**config.mk**
```make
export PLATFORM = sky130hd
export DESIGN_NAME = des_key_schedule_flat
export DESIGN_NICKNAME = d
export VERILOG_FILES = /design/src/rtl/des_key_if.sv /design/src/rtl/des_key_schedule.sv /design/src/flat_wrapper.sv
export SDC_FILE = /design/constraint.sdc
export NUM_CORES = 1
export LEC_CHECK = 0
export CAP_MARGIN = 30
export CELL_PAD_IN_SITES_DETAIL_PLACEMENT = 0
export CELL_PAD_IN_SITES_GLOBAL_PLACEMENT = 2
export CORE_MARGIN = 2
export CORE_UTILIZATION = 30
export CTS_CLUSTER_DIAMETER = 100
export DETAILED_ROUTE_END_ITERATION = 6
export PLACE_DENSITY = 0.85
export SLEW_MARGIN = 0
export SYNTH_ARGS = -nofsm -noshare
export SYNTH_HDL_FRONTEND = slang
export SYNTH_SLANG_ARGS = --single-unit
```
**constraint.sdc**
```tcl
create_clock -name clk -period 2.01 [get_ports clk]
set_input_delay 0.402 -clock clk [delete_from_list [all_inputs] [get_ports clk]]
set_output_delay 0.402 -clock clk [all_outputs]
set_load 0.02 [all_outputs]
```
**src/rtl/des_key_if.sv**
```systemverilog
// Handshake bundle between the DES key schedule and its consumer.
// The master side loads keys and accepts subkeys; the slave side is the schedule.
interface des_key_if;
  logic        key_load;
  logic [63:0] key_in;
  logic        decrypt;
  logic        subkey_ready;
  logic        subkey_valid;
  logic [47:0] subkey;
  logic [3:0]  round_idx;
  logic        busy;
  logic        done;

  modport master (
    output key_load, key_in, decrypt, subkey_ready,
    input  subkey_valid, subkey, round_idx, busy, done
  );

  modport slave (
    input  key_load, key_in, decrypt, subkey_ready,
    output subkey_valid, subkey, round_idx, busy, done
  );
endinterface

```
**src/rtl/des_key_schedule.sv**
```systemverilog
// Iterative DES subkey generator: PC-1 on load, then one PC-2 subkey per accepted
// handshake, walking C/D forward (encrypt) or backward (decrypt).
module des_key_schedule (
  input  logic     clk,
  input  logic     rst,
  des_key_if.slave bus
);
  typedef enum logic {IDLE, RUN} state_t;

  // Table entries are DES bit numbers, bit 1 being the MSB.
  localparam int PC1 [56] = '{
    57, 49, 41, 33, 25, 17,  9,
     1, 58, 50, 42, 34, 26, 18,
    10,  2, 59, 51, 43, 35, 27,
    19, 11,  3, 60, 52, 44, 36,
    63, 55, 47, 39, 31, 23, 15,
     7, 62, 54, 46, 38, 30, 22,
    14,  6, 61, 53, 45, 37, 29,
    21, 13,  5, 28, 20, 12,  4
  };

  localparam int PC2 [48] = '{
    14, 17, 11, 24,  1,  5,
     3, 28, 15,  6, 21, 10,
    23, 19, 12,  4, 26,  8,
    16,  7, 27, 20, 13,  2,
    41, 52, 31, 37, 47, 55,
    30, 40, 51, 45, 33, 48,
    44, 49, 39, 56, 34, 53,
    46, 42, 50, 36, 29, 32
  };

  function automatic logic [27:0] rotl(input logic [27:0] v, input logic two);
    return two ? {v[25:0], v[27:26]} : {v[26:0], v[27]};
  endfunction

  function automatic logic [27:0] rotr(input logic [27:0] v, input logic two);
    return two ? {v[1:0], v[27:2]} : {v[0], v[27:1]};
  endfunction

  state_t      state_q, state_nxt;
  logic [27:0] c_q, d_q, c_nxt, d_nxt;
  logic [3:0]  idx_q, idx_nxt;
  logic        mode_q, mode_nxt;
  logic        done_q, done_nxt;
  logic        two;
  logic [55:0] cd0, cd;

  for (genvar i = 0; i < 56; i++) begin : g_pc1
    assign cd0[55-i] = bus.key_in[64-PC1[i]];
  end

  // Subkey comes only from the C/D registers so it never glitches with inputs.
  assign cd = {c_q, d_q};
  for (genvar i = 0; i < 48; i++) begin : g_pc2
    assign bus.subkey[47-i] = cd[56-PC2[i]];
  end

  logic unused_parity;
  assign unused_parity = ^{bus.key_in[56], bus.key_in[48], bus.key_in[40], bus.key_in[32],
                           bus.key_in[24], bus.key_in[16], bus.key_in[8],  bus.key_in[0]};

  always_ff @(posedge clk or posedge rst) begin
    if (rst) begin
      state_q <= IDLE;
      c_q     <= '0;
      d_q     <= '0;
      idx_q   <= '0;
      mode_q  <= 1'b0;
      done_q  <= 1'b0;
    end else begin
      state_q <= state_nxt;
      c_q     <= c_nxt;
      d_q     <= d_nxt;
      idx_q   <= idx_nxt;
      mode_q  <= mode_nxt;
      done_q  <= done_nxt;
    end
  end

  always_comb begin
    state_nxt = state_q;
    c_nxt     = c_q;
    d_nxt     = d_q;
    idx_nxt   = idx_q;
    mode_nxt  = mode_q;
    done_nxt  = 1'b0;
    // Single shifts sit between rounds 1-2, 8-9 and 15-16 in either direction.
    two       = !((idx_q == 4'd0) || (idx_q == 4'd7) || (idx_q == 4'd14));
    case (state_q)
      IDLE: begin
        if (bus.key_load) begin
          state_nxt = RUN;
          idx_nxt   = '0;
          mode_nxt  = bus.decrypt;
          // K16 sits at total rotation 28, i.e. the unrotated PC-1 halves.
          if (bus.decrypt) begin
            c_nxt = cd0[55:28];
            d_nxt = cd0[27:0];
          end else begin
            c_nxt = rotl(cd0[55:28], 1'b0);
            d_nxt = rotl(cd0[27:0], 1'b0);
          end
        end
      end
      RUN: begin
        if (bus.subkey_ready) begin
          if (idx_q == 4'd15) begin
            state_nxt = IDLE;
            done_nxt  = 1'b1;
          end else begin
            idx_nxt = idx_q + 4'd1;
            if (mode_q) begin
              c_nxt = rotr(c_q, two);
              d_nxt = rotr(d_q, two);
            end else begin
              c_nxt = rotl(c_q, two);
              d_nxt = rotl(d_q, two);
            end
          end
        end
      end
      default: state_nxt = IDLE;
    endcase
  end

  assign bus.subkey_valid = (state_q == RUN);
  assign bus.busy         = (state_q == RUN);
  assign bus.done         = done_q;
  assign bus.round_idx    = idx_q;
endmodule

```
**src/flat_wrapper.sv**
```systemverilog
// flat-port wrapper written by rule: the top's interface ports become plain ports
module des_key_schedule_flat 
  (clk, rst, bus_key_load, bus_key_in, bus_decrypt, bus_subkey_ready, bus_subkey_valid, bus_subkey, bus_round_idx, bus_busy, bus_done);
  des_key_if bus_i ();
  input  logic clk;
  input  logic rst;
  input wire logic [$bits(bus_i.key_load)-1:0] bus_key_load;
  input wire logic [$bits(bus_i.key_in)-1:0] bus_key_in;
  input wire logic [$bits(bus_i.decrypt)-1:0] bus_decrypt;
  input wire logic [$bits(bus_i.subkey_ready)-1:0] bus_subkey_ready;
  output wire logic [$bits(bus_i.subkey_valid)-1:0] bus_subkey_valid;
  output wire logic [$bits(bus_i.subkey)-1:0] bus_subkey;
  output wire logic [$bits(bus_i.round_idx)-1:0] bus_round_idx;
  output wire logic [$bits(bus_i.busy)-1:0] bus_busy;
  output wire logic [$bits(bus_i.done)-1:0] bus_done;
  assign bus_i.key_load = bus_key_load;
  assign bus_i.key_in = bus_key_in;
  assign bus_i.decrypt = bus_decrypt;
  assign bus_i.subkey_ready = bus_subkey_ready;
  assign bus_subkey_valid = bus_i.subkey_valid;
  assign bus_subkey = bus_i.subkey;
  assign bus_round_idx = bus_i.round_idx;
  assign bus_busy = bus_i.busy;
  assign bus_done = bus_i.done;
  des_key_schedule u_core (.clk(clk), .rst(rst), .bus(bus_i));
endmodule
```
==> results of run 1 <==
==> registers in the layout, indices dropped and copies added (netlist names) <==
| name | flops |
|---|---|
| u_core.bus.done | 1 |
| u_core.mode_q | 1 |
| u_core.d_q | 28 |
| u_core.bus.round_idx | 4 |
| u_core.bus.busy | 1 |
| u_core.c_q | 28 |
==> report_power, final <==
group | switching [mW] | leakage (nW) | internal, mW
clock | 0.625 | 0.160 | 1.15
combinational | 5.37 | 2.66 | 6.05
sequential | 1.02 | 0.640 | 1.77
==> worst min-delay path by stage <==
stage	endpoint	depth (start not counted)	startpoint
2_1_floorplan	u_core.bus.round_idx[3]$_DFFE_PP0P_	1	bus_key_load
3_3_place_gp	u_core.c_q[3]$_DFFE_PP0P_	1	u_core.c_q[3]$_DFFE_PP0P_
3_5_place_dp	u_core.c_q[3]$_DFFE_PP0P_	1	u_core.c_q[3]$_DFFE_PP0P_
4_1_cts	u_core.c_q[14]$_DFFE_PP0P_	3	rst
5_1_grt	u_core.c_q[14]$_DFFE_PP0P_	3	rst
6_report	u_core.c_q[23]$_DFFE_PP0P_	3	rst
==> cell usage after synthesis (7+ instances only) <==
library cell	number
buf_4	52
o22a_1	54
mux2_2	109
a2111oi_2	16
or2_2	53
nor3_1	100
inv_1	7
mux2i_1	110
o21ai_0	106
buf_12	7
clkbuf_1	45
dfrtp_1	63
a2111oi_0	28
buf_2	29
==> worst max-delay path, stage by stage (launching register included) <==
cell       delay, ns
dfrtp_2         0.42
inv_2           0.08
ha_1            0.16
or3b_4          0.42
bufbuf_16       0.31
o21ai_0         0.26
a2111oi_2       0.06
o22a_1          0.17
==> through the flow <==
step / instances / utilization [%] / cell area, sq um / power [mW] / hold WS [ns]
3_3_place_gp: 1238 / 37.0 / 9300 / 13.3 / 0.624
2_1_floorplan: 852 / - / 7680 / 10.2 / 0.489
6_report: 1263 / 39.6 / 9940 / 16.0 / 0.524
3_5_place_dp: 1238 / 37.0 / 9300 / 13.4 / 0.627
5_1_grt: 1263 / 39.6 / 9940 / 17.1 / 0.566
4_1_cts: 1255 / 38.7 / 9710 / 15.5 / 0.535
==> per-layer routing <==
metal / wire [um] / GRT usage (%)
met2: 11600 / 29.7
met3: 1020 / 2.80
met5: 0 / 0
met4: 404 / 4.90
met1: 11800 / 23.8
==> cell families (layout without fill, tap and decap cells) <==
kind of cell	after synthesis	count (layout)	synth area share, %
compound gates	238	238	23.1
xor+xnor	2	2	0.229
fa+ha+maj	3	3	0.490
buf+inv	147	228	12.0
flops	63	63	20.6
mux	222	222	31.2
simple gates	177	177	12.5
==> repair_timing <==
item                       in CTS  in global routing
setup buffers                   0                  5
gates resized for setup        29                 61
setup endpoints to repair      30                 51
cloned                          1                  3
pin swaps                      13                 18
==> layout make-up <==
class                   count  area share, %
clock buffers              13           2.62
multi-input cells         642           53.7
inverters                   7          0.302
clock inverters             3          0.655
repair buffers            205           22.5
flip-flops and latches     63           16.0
well taps                 330           4.15
==> flow_summary.yaml, run 1 <==
hold_path:
  hp-class: "in2async"
logic_synthesis:
  synth.top_cells.by_area: "dfrtp_1 21%, mux2_2 16%, mux2i_1 14%"
  syn_nets: 924
  synthArstFlopShare_pct: 100
  synth_area_sq_mm: 0.00766
  yosys_warnings: 0
  synth-edff-count: 0
  ys_ff_latch: 63
  synth_cell_types: 44
  synth_cells: 852
  synth_top_area_share_pct: 20.6
  synth_largest_area_cell: "dfrtp_1"
  syn_avg_cell_area_sq_um: 9.00
  seq_area_frac_synth_pct: 20.6
  ys.flop_type: "dfrtp_1"
sta:
  worst_slew_pin_slew_ns: 0.478
  setup_ws_ns: 0.0134
  skew_ns: 0.00794
  slew-limit-headroom_pct: 68.1
  finalCriticalPeriod_ns: 2.00
  min_period_over_period_pct: 99.3
  finalSetupTns_ns: 0
  maxSlewViolCount: 0
  hold_viol: 0
  rsz0062_at_grt: "yes"
  setup_violations: 0
  fmax_mhz: 501
global_routing:
  grtUsageTotal_pct: 17.8
  grt_pass1_wl_um: 38300
  grt_pass1_vias: 7010
  antenna_found_initial: 0
  grt_max_degree: 64
  overflow: 0
die:
  coreArea_sq_mm: 0.0251
  die_h_um: 164
  die_area_sq_mm: 0.0268
  pin_count: 124
  rows: 58
  fp.dieW_um: 164
  initial_core_util_pct: 30.5
critical_path:
  crit_fanout: 16
  worstSetupStartpointType: "register"
  rr_startpoint: "u_core.bus.round_idx[0]$_DFFE_PP0P_"
  r2r_end: "u_core.c_q[21]$_DFFE_PP0P_"
  crit_arrival_ns: 2.22
  crit_required_ns: 2.24
  path_class: "reg2reg"
  end_kind: "register"
  crit_path_end: "u_core.c_q[21]$_DFFE_PP0P_"
  startpoint: "u_core.bus.round_idx[0]$_DFFE_PP0P_"
  reg2reg_depth: 7
  reg2reg_slack_ns: 0.01
finish:
  nFillCells: 2516
  layout.nets: 1000
  drive_gt1_share_pct: 35.4
  layout_commonest_cell: "clkdlybuf4s50_1"
  ff_latch_area_sq_mm: 0.00159
  antennaDiodeCount: 0
  multi_input_area_sq_mm: 0.00534
  syn_to_final_growth_pct: 29.7
  final_cell_mix: "111 x clkdlybuf4s50_1, 110 x mux2i_1, 109 x mux2_2"
clock_tree:
  ctsHoldBuffers: 0
  cts.reportedPaths.clkPinSlew_ns: 0.06
  cts_tree: "done"
  clock_latency_ns: 0.35
  cts_buffer_depth: 2
  cts_root_buf: "clkbuf_16"
  cts_num_sinks: 63
  htreeDepth: 3
  numCtsBuffers: 9
route:
  routed_wl_um: 24800
  dr.pass1.iters: 4
  viasPerCell: 5.57
  drtIter0Drc: 435
  wl_per_cell_um: 19.6
  vias: 7029
  ant_nets: 0
  drc: 0
job:
  maxCapViolCount: 0
place:
  dpl.hpwl_um: 15800
  gp_congestion: 0.759
  port_buffers: 115
  place_ws_ns: -0.102
status:
  status: "complete, no violations"
power_and_ir_drop:
  ir_drop_mv: 0.775
  leakagePower_nw: 3.46
  pwr_density_cell_mw_per_mm2: 1610
Power figures use the tool's default switching activity.
==> inputs of run 2 (changes only) <==
CAP_MARGIN = 10   (was 30)
MAX_ROUTING_LAYER = met4   (was default)
==> flow_summary.yaml, run 2 (same netlist as run 1, synthesis figures left out) <==
route:
  routed_wl_um: 24700
  drc: 0
  dr.pass1.iters: 4
  ant_nets: 0
  vias: 7060
  wl_per_cell_um: 19.5
  drtIter0Drc: 397
  viasPerCell: 5.59
power_and_ir_drop:
  pwr-share-comb_pct: 71.4
  p_switching_mw: 6.99
  switching_share_pct: 43.8
  intPower_mw: 8.97
  leakagePower_nw: 3.46
  power_frac_seq_pct: 17.5
  clkPwrFrac_pct: 11.1
  ir_drop_mv: 0.769
  pwr_density_cell_mw_per_mm2: 1610
finish:
  final_util_pct: 39.6
  ff_latch_area_sq_mm: 0.00159
  drive_gt1_share_pct: 35.4
  antennaDiodeCount: 0
  nFillCells: 2516
  layout_commonest_cell: "clkdlybuf4s50_1"
  final_cell_mix: "111 x clkdlybuf4s50_1, 110 x mux2i_1, 109 x mux2_2"
  syn_to_final_growth_pct: 29.7
  stdcell_count: 1263
  multi_input_area_sq_mm: 0.00534
  stdcell_area_sq_mm: 0.00994
  layout.nets: 1000
critical_path:
  worstSetupStartpointType: "register"
  end_kind: "register"
  startpoint: "u_core.bus.round_idx[0]$_DFFE_PP0P_"
  path_class: "reg2reg"
  cp_slowest_stage_delay_ns: 0.42
  crit_fanout: 19
  rr_startpoint: "u_core.bus.round_idx[0]$_DFFE_PP0P_"
  crit_arrival_ns: 2.28
  path_cells: "ha_2, mux2_4, buf_12, mux2i_1, a2111oi_1, buf_4, o22a_1"
  crit_required_ns: 2.30
  cp_slowest_cell: "dfrtp_2"
clock_tree:
  numCtsBuffers: 9
  cts_num_sinks: 63
  cts_root_buf: "clkbuf_16"
  cts.reportedPaths.clkPinSlew_ns: 0.06
  htreeDepth: 3
  cts_buffer_depth: 2
  clock_latency_ns: 0.34
  ctsHoldBuffers: 0
  cts_tree: "done"
sta:
  worst_slew_pin_slew_ns: 0.474
  min_period_over_period_pct: 99.3
  slew-limit-headroom_pct: 68.3
  hold_viol: 0
  finalSetupTns_ns: 0
  skew_ns: 0.00782
  maxSlewViolCount: 0
  rsz0062_at_grt: "yes"
  setup_violations: 0
  fmax_mhz: 501
  finalCriticalPeriod_ns: 2.00
global_routing:
  antenna_found_initial: 0
  grt_max_degree: 64
  met3_usage_pct: 2.73
  use_met1_pct: 23.8
  grt.busiest_layer: "met2"
  met2_usage_pct: 29.7
  grtUsageTotal_pct: 18.3
  overflow: 0
  grt_pass1_vias: 6993
  grt_pass1_wl_um: 38300
die:
  initial_core_util_pct: 30.5
  coreArea_sq_mm: 0.0251
  die_area_sq_mm: 0.0268
  fp.dieW_um: 164
  die_h_um: 164
  pin_count: 124
  rows: 58
place:
  placed_area_sq_mm: 0.00930
  gp_congestion: 0.769
  placed_cells: 1238
  port_buffers: 115
  dpl.hpwl_um: 15800
hold_path:
  hp-class: "in2async"
job:
  maxCapViolCount: 0
status:
  status: "complete, no violations"
## run 2: critical path, delay by kind of cell (launching register included)
kind | cells | cell delay (ns)
buf+inv | 2 | 0.36
flops | 1 | 0.42
fa+ha+maj | 1 | 0.21
compound gates | 2 | 0.48
mux | 2 | 0.45
## run 2: final cells by class
class,count,area share [%]
clock inverters,3,0.655
flip-flops and latches,63,16.0
multi-input cells,642,53.7
inverters,7,0.302
repair buffers,205,22.5
clock buffers,13,2.62
well taps,330,4.15
## run 2: power groups by stage
| stage | registers (mW) | logic [mW] | clock network [mW] |
|---|---|---|---|
| global placement | 2.79 | 10.5 | 0 |
| floorplan | 2.37 | 7.82 | 0 |
| detailed placement | 2.80 | 10.6 | 0 |
| finish | 2.79 | 11.4 | 1.77 |
| CTS | 2.79 | 10.9 | 1.82 |
| global route | 2.90 | 12.3 | 1.88 |
## run 2: layer usage
metal | up-vias | share of wire (%)
li1 | 3381 | -
met1 | 3490 | 46
met2 | 170 | 47
met3 | 19 | 4.8
met4 | 0 | 1.5
met5 | - | 0
## run 2: path summary, 6_finish.rpt
check / endpoint / cells past startpoint / slack (ns)
worst max-delay path: u_core.d_q[25]$_DFFE_PP0P_ / 7 / 0.01
worst max register to register: u_core.d_q[25]$_DFFE_PP0P_ / 7 / 0.01
max in group asynchronous: u_core.bus.busy$_DFF_PP0_ / 3 / 1.15
worst min register to register: u_core.d_q[19]$_DFFE_PP0P_ / 1 / 0.64
worst min-delay path: u_core.c_q[21]$_DFFE_PP0P_ / 3 / 0.53
min in group clk: u_core.d_q[19]$_DFFE_PP0P_ / 1 / 0.64
## run 2: stage by stage
step	setup slack [ns]	total power, mW	hold slack, ns
after floorplan	0.000206	10.2	0.489
after global placement	-0.0635	13.3	0.624
after detailed placement	-0.102	13.4	0.627
after CTS	0.00127	15.5	0.535
after global routing	-0.0574	17.1	0.566
final	0.0136	16.0	0.528
## run 2: repair_timing
item	in CTS	in global routing
resized for setup	29	61
buffers inserted	0	5
pin swaps	13	18
gates cloned	1	3
endpoints found under the setup margin	30	51
